File: config.mk
export PLATFORM = sky130hd
export DESIGN_NAME = sha_block_fifo_flat
export DESIGN_NICKNAME = d
export VERILOG_FILES = /design/src/rtl/sha_block_fifo_pkg.sv /design/src/rtl/sha_block_fifo_if.sv /design/src/rtl/sha_block_fifo_ctrl.sv /design/src/rtl/sha_block_fifo.sv /design/src/flat_wrapper.sv
export SDC_FILE = /design/constraint.sdc
export NUM_CORES = 2
export LEC_CHECK = 0
export CORE_MARGIN = 2
export CORE_UTILIZATION = 57
export DETAILED_ROUTE_END_ITERATION = 10
export GPL_TIMING_DRIVEN = 0
export PLACE_DENSITY = 0.84
export SLEW_MARGIN = 10
export SYNTH_ARGS = -nofsm -noshare
export SYNTH_HDL_FRONTEND = slang
export SYNTH_HIERARCHICAL = 1
export SYNTH_SLANG_ARGS = --single-unit
File: constraint.sdc
create_clock -name CLK -period 2.4 [get_ports CLK]
set_input_delay 0.36 -clock CLK [delete_from_list [all_inputs] [get_ports CLK]]
set_output_delay 0.36 -clock CLK [all_outputs]
set_load 0.05 [all_outputs]
File: src/rtl/sha_block_fifo_pkg.sv
// sha_block_pkg: shared widths, default depth and pointer/count sizing for the block FIFO.
package sha_block_pkg;
  localparam int SHA_BLOCK_W_352 = 352;
  localparam int SHA_BLOCK_W_512 = 512;
  localparam int SHA_BLOCK_DEPTH_DEF = 4;
  localparam int SHA_BLOCK_AW_DEF = $clog2(SHA_BLOCK_DEPTH_DEF);
  typedef logic [SHA_BLOCK_AW_DEF-1:0] sha_ptr_t;
  typedef logic [SHA_BLOCK_AW_DEF:0] sha_cnt_t;
  function automatic int sha_ptr_w(input int depth);
    return $clog2(depth);
  endfunction
endpackage

File: src/rtl/sha_block_fifo_if.sv
// sha_block_fifo_if: producer/consumer handshake bundle; slave = FIFO side, master = user side.
interface sha_block_fifo_if import sha_block_pkg::*; #(
  parameter int BLOCK_W = SHA_BLOCK_W_352,
  parameter int DEPTH = SHA_BLOCK_DEPTH_DEF
);
  localparam int AW = sha_ptr_w(DEPTH);
  logic wr_valid, wr_ready, rd_valid, rd_ready, overflow;
  logic [BLOCK_W-1:0] block_in, block_out;
  logic [AW:0] count;
  modport slave (input wr_valid, block_in, rd_ready, output wr_ready, rd_valid, block_out, count, overflow);
  modport master (output wr_valid, block_in, rd_ready, input wr_ready, rd_valid, block_out, count, overflow);
endinterface

File: src/rtl/sha_block_fifo_ctrl.sv
// sha_block_fifo_ctrl: pointers, occupancy, ready/valid and sticky overflow for the block FIFO.
// SHA_BLOCK_FIFO_BYPASS_EN adds a zero-latency pass-through when empty.
module sha_block_fifo_ctrl import sha_block_pkg::*; #(
  parameter int DEPTH = SHA_BLOCK_DEPTH_DEF
) (
  input  logic CLK,
  input  logic RST,
  input  logic clear,
  input  logic wr_valid_i,
  input  logic rd_ready_i,
  output logic wr_en_o,
  output logic byp_o,
  output logic wr_ready_o,
  output logic rd_avail_o,
  output logic overflow_o,
  output logic [sha_ptr_w(DEPTH)-1:0] wr_ptr_o,
  output logic [sha_ptr_w(DEPTH)-1:0] rd_ptr_o,
  output logic [sha_ptr_w(DEPTH):0] count_o
);
  localparam int AW = sha_ptr_w(DEPTH);
  logic [AW-1:0] wr_ptr_q, wr_ptr_d, rd_ptr_q, rd_ptr_d;
  logic [AW:0] count_q, count_d;
  logic overflow_q, overflow_d, rd_en;
  assign wr_ready_o = count_q != (AW+1)'(DEPTH);
  assign rd_avail_o = count_q != '0;
`ifdef SHA_BLOCK_FIFO_BYPASS_EN
  assign byp_o = (count_q == '0) && wr_valid_i && rd_ready_i;
`else
  assign byp_o = 1'b0;
`endif
  // a bypassed block is consumed directly and never touches storage
  assign wr_en_o = wr_valid_i && wr_ready_o && !byp_o && !clear;
  assign rd_en = rd_avail_o && rd_ready_i && !clear;
  always_comb begin
    wr_ptr_d = clear ? '0 : wr_ptr_q + AW'(wr_en_o);
    rd_ptr_d = clear ? '0 : rd_ptr_q + AW'(rd_en);
    count_d = clear ? '0 : count_q + (AW+1)'(wr_en_o) - (AW+1)'(rd_en);
    overflow_d = clear ? 1'b0 : overflow_q | (wr_valid_i & ~wr_ready_o);
  end
  always_ff @(posedge CLK or negedge RST) begin
    if (!RST) begin
      wr_ptr_q <= '0;
      rd_ptr_q <= '0;
      count_q <= '0;
      overflow_q <= 1'b0;
    end else begin
      wr_ptr_q <= wr_ptr_d;
      rd_ptr_q <= rd_ptr_d;
      count_q <= count_d;
      overflow_q <= overflow_d;
    end
  end
  assign wr_ptr_o = wr_ptr_q;
  assign rd_ptr_o = rd_ptr_q;
  assign count_o = count_q;
  assign overflow_o = overflow_q;
endmodule

File: src/rtl/sha_block_fifo.sv
// sha_block_fifo: DEPTH-entry first-word-fall-through buffer of message blocks between expander and round cores.
// SHA_BLOCK_FIFO_BYPASS_EN enables an empty-FIFO combinational pass-through.
module sha_block_fifo import sha_block_pkg::*; #(
  parameter int BLOCK_W = SHA_BLOCK_W_352,
  parameter int DEPTH = SHA_BLOCK_DEPTH_DEF
) (
  input logic CLK,
  input logic RST,
  input logic clear,
  sha_block_fifo_if.slave bus
);
  localparam int AW = sha_ptr_w(DEPTH);
  logic [BLOCK_W-1:0] mem_q [DEPTH];
  logic [AW-1:0] wr_ptr, rd_ptr;
  logic wr_en, byp, rd_avail;
  sha_block_fifo_ctrl #(.DEPTH(DEPTH)) u_ctrl (
    .CLK(CLK),
    .RST(RST),
    .clear(clear),
    .wr_valid_i(bus.wr_valid),
    .rd_ready_i(bus.rd_ready),
    .wr_en_o(wr_en),
    .byp_o(byp),
    .wr_ready_o(bus.wr_ready),
    .rd_avail_o(rd_avail),
    .overflow_o(bus.overflow),
    .wr_ptr_o(wr_ptr),
    .rd_ptr_o(rd_ptr),
    .count_o(bus.count)
  );
  always_ff @(posedge CLK or negedge RST) begin
    if (!RST) begin
      for (int i = 0; i < DEPTH; i++) mem_q[i] <= '0;
    end else if (wr_en) begin
      mem_q[wr_ptr] <= bus.block_in;
    end
  end
  assign bus.rd_valid = rd_avail | byp;
  assign bus.block_out = byp ? bus.block_in : (rd_avail ? mem_q[rd_ptr] : '0);
endmodule

File: src/flat_wrapper.sv
// flat-port wrapper written by rule: the top's interface ports become plain ports
module sha_block_fifo_flat import sha_block_pkg::*;
#(
  parameter int BLOCK_W = SHA_BLOCK_W_352,
  parameter int DEPTH = SHA_BLOCK_DEPTH_DEF
)
  (CLK, RST, clear, bus_wr_valid, bus_block_in, bus_rd_ready, bus_wr_ready, bus_rd_valid, bus_block_out, bus_count, bus_overflow);
  sha_block_fifo_if #(.BLOCK_W(BLOCK_W), .DEPTH(DEPTH)) bus_i ();
  input logic CLK;
  input logic RST;
  input logic clear;
  input wire logic [$bits(bus_i.wr_valid)-1:0] bus_wr_valid;
  input wire logic [$bits(bus_i.block_in)-1:0] bus_block_in;
  input wire logic [$bits(bus_i.rd_ready)-1:0] bus_rd_ready;
  output wire logic [$bits(bus_i.wr_ready)-1:0] bus_wr_ready;
  output wire logic [$bits(bus_i.rd_valid)-1:0] bus_rd_valid;
  output wire logic [$bits(bus_i.block_out)-1:0] bus_block_out;
  output wire logic [$bits(bus_i.count)-1:0] bus_count;
  output wire logic [$bits(bus_i.overflow)-1:0] bus_overflow;
  assign bus_i.wr_valid = bus_wr_valid;
  assign bus_i.block_in = bus_block_in;
  assign bus_i.rd_ready = bus_rd_ready;
  assign bus_wr_ready = bus_i.wr_ready;
  assign bus_rd_valid = bus_i.rd_valid;
  assign bus_block_out = bus_i.block_out;
  assign bus_count = bus_i.count;
  assign bus_overflow = bus_i.overflow;
  sha_block_fifo #(.BLOCK_W(BLOCK_W), .DEPTH(DEPTH)) u_core (.CLK(CLK), .RST(RST), .clear(clear), .bus(bus_i));
endmodule
# [Word-level counts from Yosys, hierarchy flattened]
# Cells that the tools add are included.
[totals] regBits=1416 input_bits=357 output_inout_bits=358 wordCells=39
[classes] n_bitwise=5 n_mux=11 magnitude_cmp=3 add_sub_neg=4 eq_ne=1 reduce_logical=7
[op_table] cell="$bwmux 1408" count=1
[op_table] cell="$mux 352" count=4
[op_table] cell="$bmux 352 s2" count=1
[op_table] cell="$demux 352 s2" count=1
[op_table] cell="$ge 3x3->1 const B" count=2
[op_table] cell="$not 2->3" count=2
[op_table] cell="$logic_and 1x1->1" count=5
[op_table] cell="$add 2x1->2" count=2
[op_table] cell="$mux 2" count=2
[op_table] cell="$add 3x1->3" count=1
[op_table] cell="$lt 3x1->1 const B" count=1
[op_table] cell="$mux 3" count=1
[op_table] cell="$ne 3x3->1 const B" count=1
[op_table] cell="$reduce_bool 3->1" count=1
[op_table] cell="$sub 3x1->3" count=1
[op_table] cell="$and 1x1->1" count=1
[op_table] cell="$logic_not 1->1" count=1
[op_table] cell="$mux 1" count=1
[op_table] cell="$not 1->1" count=1
[op_table] cell="$or 1x1->1" count=1

# [Longest topological paths before layout]
[depth] word_depth=6 ltp_mapped=8 ltp_nobuf=7

# [Modules after synthesis]
# The synthesis kept the hierarchy.
[by_module_without_submodules] module="sha_block_fifo" seq_area_each_um2=35233.8 area_each_um2=66943.0 cells_each=4583 instances=1
[by_module_without_submodules] module="sha_block_fifo_ctrl" seq_area_each_um2=200.2 area_each_um2=454.2 cells_each=42 instances=1

# [Worst setup path after synthesis]
# Ideal clock, no wire load.
[synth_path] kind="flip-flop to output port" startpoint="register u_core.u_ctrl.count_q[1] (netlist: u_core/u_ctrl/count_o[1])" endpoint="output port bus_block_out[0]" n_path_buf=2 arrival_time_ns=2.484 path_stages_with_launch=6 required_time_ns=2.040 setup_slack_ns=-0.444 path_cell_list="dfrtp_1 or3_1 or3b_1 buf_2 buf_1 o221ai_1"
[synth_between] elab_chain_cells=2
[synth_lines] item="start, declared" line_no="sha_block_fifo_ctrl.sv:22" text="logic [AW:0] count_q, count_d;"
[synth_lines] item="start signal, assigned" line_no="sha_block_fifo_ctrl.sv:49" text="count_q <= count_d;"
[synth_lines] item="$reduce_bool 3->1" line_no="sha_block_fifo_ctrl.sv:25" text="assign rd_avail_o = count_q != '0;"
[synth_lines] item="net u_core.rd_avail" line_no="sha_block_fifo.sv:15" text="logic wr_en, byp, rd_avail;"
[synth_lines] item="$mux 352" line_no="sha_block_fifo.sv:39" text="assign bus.block_out = byp ? bus.block_in : (rd_avail ? mem_q[rd_ptr] : '0);"
[synth_lines] item="end, declared" line_no="flat_wrapper.sv:17" text="output wire logic [$bits(bus_i.block_out)-1:0] bus_block_out;"
# The timed path passes the listed nets, and every way through them passes these cells.

# [Worst setup path after layout]
[layout_path] startpoint="register u_core.u_ctrl.count_q[0] (netlist: u_core/u_ctrl/count_o[0])" endpoint="output port bus_block_out[99]"
# Same word-level chain as after synthesis.

==> impl_metrics.yaml <==
sta:
  hold-worst-slack_ns: 0.2626
  period_share_pct: 129.9
  rsz0062_at_grt: "true"
  final-setup-viol-count: 1912
  maxSlewHeadroom_pct: 36.44
  final_max_slew_viol_count: 0
  setup_ws_ns: -0.7187
  hold_viol_final: 0
  skew_ns: 0.03484
  min_period_ns: 3.119
  worstMarginPinSlew_ns: 0.9534
  timing.fmax_mhz: 320.6
hold_path:
  hold_class: "in -> reg"
  holdCritStartpoint: "bus_wr_valid"
floorplan:
  fp-row-count: 126
  die_w_um: 347.9
  fp.dieH_um: 347.9
  fp.dieArea_mm2: 0.1210
  ioPinCount: 715
  initial_core_util_pct: 57.31
  core_area_mm2: 0.1176
power:
  seqPwrFrac_pct: 38.3
  p_leak_nw: 36.62
  finalPower_mw: 95.33
  switchingPower_mw: 33.77
  combPwrFrac_pct: 37.3
  swShare_pct: 35.42
  power.clock.fraction_pct: 24.4
  intPower_mw: 61.56
  power_density_mw_per_mm2: 1140
  ir_worst_vdd_mv: 0.9429
worst_setup_path:
  critPathLaunch: "u_core/u_ctrl/count_o[0]$_DFF_PN0_"
  worst-setup-path-type: "reg -> out"
  critPathMaxFanout: 8
  cp.arrival_ns: 2.76
  critical_path_required_ns: 2.04
  endpoint_kind: "primary output"
  cp-start-kind: "register"
  r2r-start: "u_core/u_ctrl/count_o[1]$_DFF_PN0_"
clock_tree:
  cts.path.max_buffers: 3
  numCtsBuffers: 151
  cts.sinks: 1416
  clk_latency_ns: 0.77
  clock-root-buffer: "clkbuf_16"
  clk_pin_slew_ns: 0.05
  h-tree-depth: 4
  cts_tree: "done"
layout:
  drive_above_1_share_pct: 46.06
  nets: 5915
  syn2layout_area_growth_pct: 24.12
  fin_util_pct: 71.13
  design_area_mm2: 0.08366
grt:
  antenna_found_initial: 64
  grt_max_degree: 169
  grtUsageTotal_pct: 30.16
  grt_pass1_vias: 45629
  grt_overflow: 0
  grt_first_pass_wirelength_um: 279800
drt:
  routedWlPerCell_um: 25.76
  drc_errors: 0
  drtIter0Drc: 2514
  firstDrtPassIters: 5
  vias: 43380
  wirelength_um: 186700
  via_per_inst: 5.986
  postRouteAntennaNets: 0
place:
  place_congestion: 0.8308
  placed_cell_area_mm2: 0.07691
  portBuffers: 714
  dp_hpwl_um: 123700
yosys:
  yosys.area.top_type: "dfrtp_1"
  yosys-top-cells-area: "dfrtp_1, mux2_2, mux2i_1"
  yosys_warnings: 6
  synth_edf_count: 0
  async_flop_share_pct: 100.0
  synth_top_area_share_pct: 52.57
  synthDistinctLibCells: 34
  netlist_area_mm2: 0.06740
  postSynthCellCount: 4625
  synthFlopType: "dfrtp_1"
  ys_seq_elements: 1416
  yosysSeqAreaShare_pct: 52.57
  syn_nets: 4985
  syn_avg_cell_area_um2: 14.57
run_status:
  violations: "negative setup slack"
  status: "complete, but fails checks"
job:
  drv_cap: 0
==> state kept, by name (all words and copies together), names as in the netlist <==
name,flops
u_core/mem_q,1408
u_core/u_ctrl/count_o,3
u_core/u_ctrl/overflow_o,1
u_core/u_ctrl/rd_ptr_o,2
u_core/u_ctrl/wr_ptr_o,2
==> kinds of logic after synthesis <==
family	after synthesis	share of synthesized area [%]
buf+inv	356	3.882
xor+xnor	2	0.04641
compound gates	357	7.227
mux	2114	34.02
other cells	1	0.005564
simple gates	376	2.178
flops	1416	52.57
fa+ha+maj	3	0.06683
==> what timing repair did <==
| action | in CTS | in global routing |
|---|---|---|
| setup endpoints to repair | 2056 | 2066 |
| setup buffers | 16 | 21 |
| pin swaps | 2 | 2 |
| hold buffers | 5 | 1 |
| cloned | 9 | 6 |
| hold endpoints to repair | 227 | 189 |
| gates resized for setup | 1819 | 810 |
==> final timing paths <==
kind	slack [ns]	end	cells past startpoint
max	-0.72	bus_block_out[99]	8
min	0.26	u_core/u_ctrl/overflow_o$_DFF_PN0_	3
max reg2reg	-0.63	u_core/mem_q[1224]$_DFFE_PN0P_	8
min reg2reg	0.48	u_core/mem_q[1129]$_DFFE_PN0P_	1
max in group asynchronous	-0.34	u_core/mem_q[824]$_DFFE_PN0P_	9
min in group asynchronous	0.54	u_core/mem_q[1299]$_DFFE_PN0P_	4
==> synthesized netlist by cell type, types with 2 or more instances <==
cell         n
buf_4      105
buf_2       96
nor2b_1      4
buf_6      102
nand2_1    353
o221ai_1    72
nor2_1       7
mux2_1     105
mux2_2    1304
o221ai_2   280
inv_1        2
a21oi_1      2
mux2i_1    704
dfrtp_1   1416
ha_1         2
nand2b_1     2
clkbuf_1    50
nand3b_1     3
==> final cells by class <==
cell class / count / area (um2)
Antenna cell: 38 / 95.09
Inverter: 2 / 7.507
Timing Repair Buffer: 779 / 7770
Multi-Input combinational cell: 2853 / 29950
Sequential cell: 1416 / 35440
Clock inverter: 42 / 483.0
Buffer: 352 / 3515
Clock buffer: 229 / 4482
Tap cell: 1536 / 1922
Fill cell: 7690 / 33950
==> routing by layer <==
layer / GRT usage (%) / share of wire [%]
met5: 0 / 0.16
met4: 15.17 / 4.6
met3: 7.491 / 6.4
met2: 48.92 / 49
met1: 37.70 / 40
==> worst max-delay path, cell delays in order (launching register included) <==
cell and delay, ns:
dfrtp_2 0.40, or3_4 0.40, or3b_4 0.28, buf_12 0.16
buf_16 0.18, buf_12 0.13, buf_12 0.12, o221ai_4 0.12
buf_8 0.19
==> through the flow <==
| step | worst slack [ns] | std cells | TNS [ns] |
|---|---|---|---|
| final | -0.7187 | 7247 | -800.32 |
| after global routing | -0.7980 | 7246 | -991.85 |
| after CTS | -0.9315 | 7185 | -911.38 |
| after detailed placement | -1.539 | 6884 | -1766.73 |
| after global placement | -66.81 | 6875 | - |
| after floorplan | -0.2464 | 4625 | -14.79 |
==> cell usage in the layout, fill, tap and decap left out, types with 3 or more instances in the layout <==
cell type,n
o221ai_4,24
diode_2,38
mux2_2,1304
bufinv_16,5
dfrtp_1,1413
buf_6,281
clkinv_4,3
o221ai_1,30
nand2_1,353
dfrtp_2,3
mux2_1,105
nand3b_1,3
clkdlybuf4s50_1,361
clkbuf_8,41
buf_16,26
clkbuf_16,157
buf_12,48
clkinv_2,19
clkbuf_1,73
buf_4,140
clkbuf_4,10
mux2i_2,12
o221ai_2,298
inv_6,9
mux2i_1,691
nor2_1,7
buf_2,191
buf_8,28
nor2b_1,4
==> power groups by stage <==
stage | Combinational, mW | Clock [mW] | Sequential (mW)
CTS | 34.1 | 23.5 | 36.2
global route | 37.6 | 24.6 | 37.4
finish | 35.6 | 23.2 | 36.5
floorplan | 23.8 | 0 | 35.4
detailed placement | 33.0 | 0 | 36.6
global placement | 31.9 | 0 | 36.5
Power figures use the tool's default switching activity.
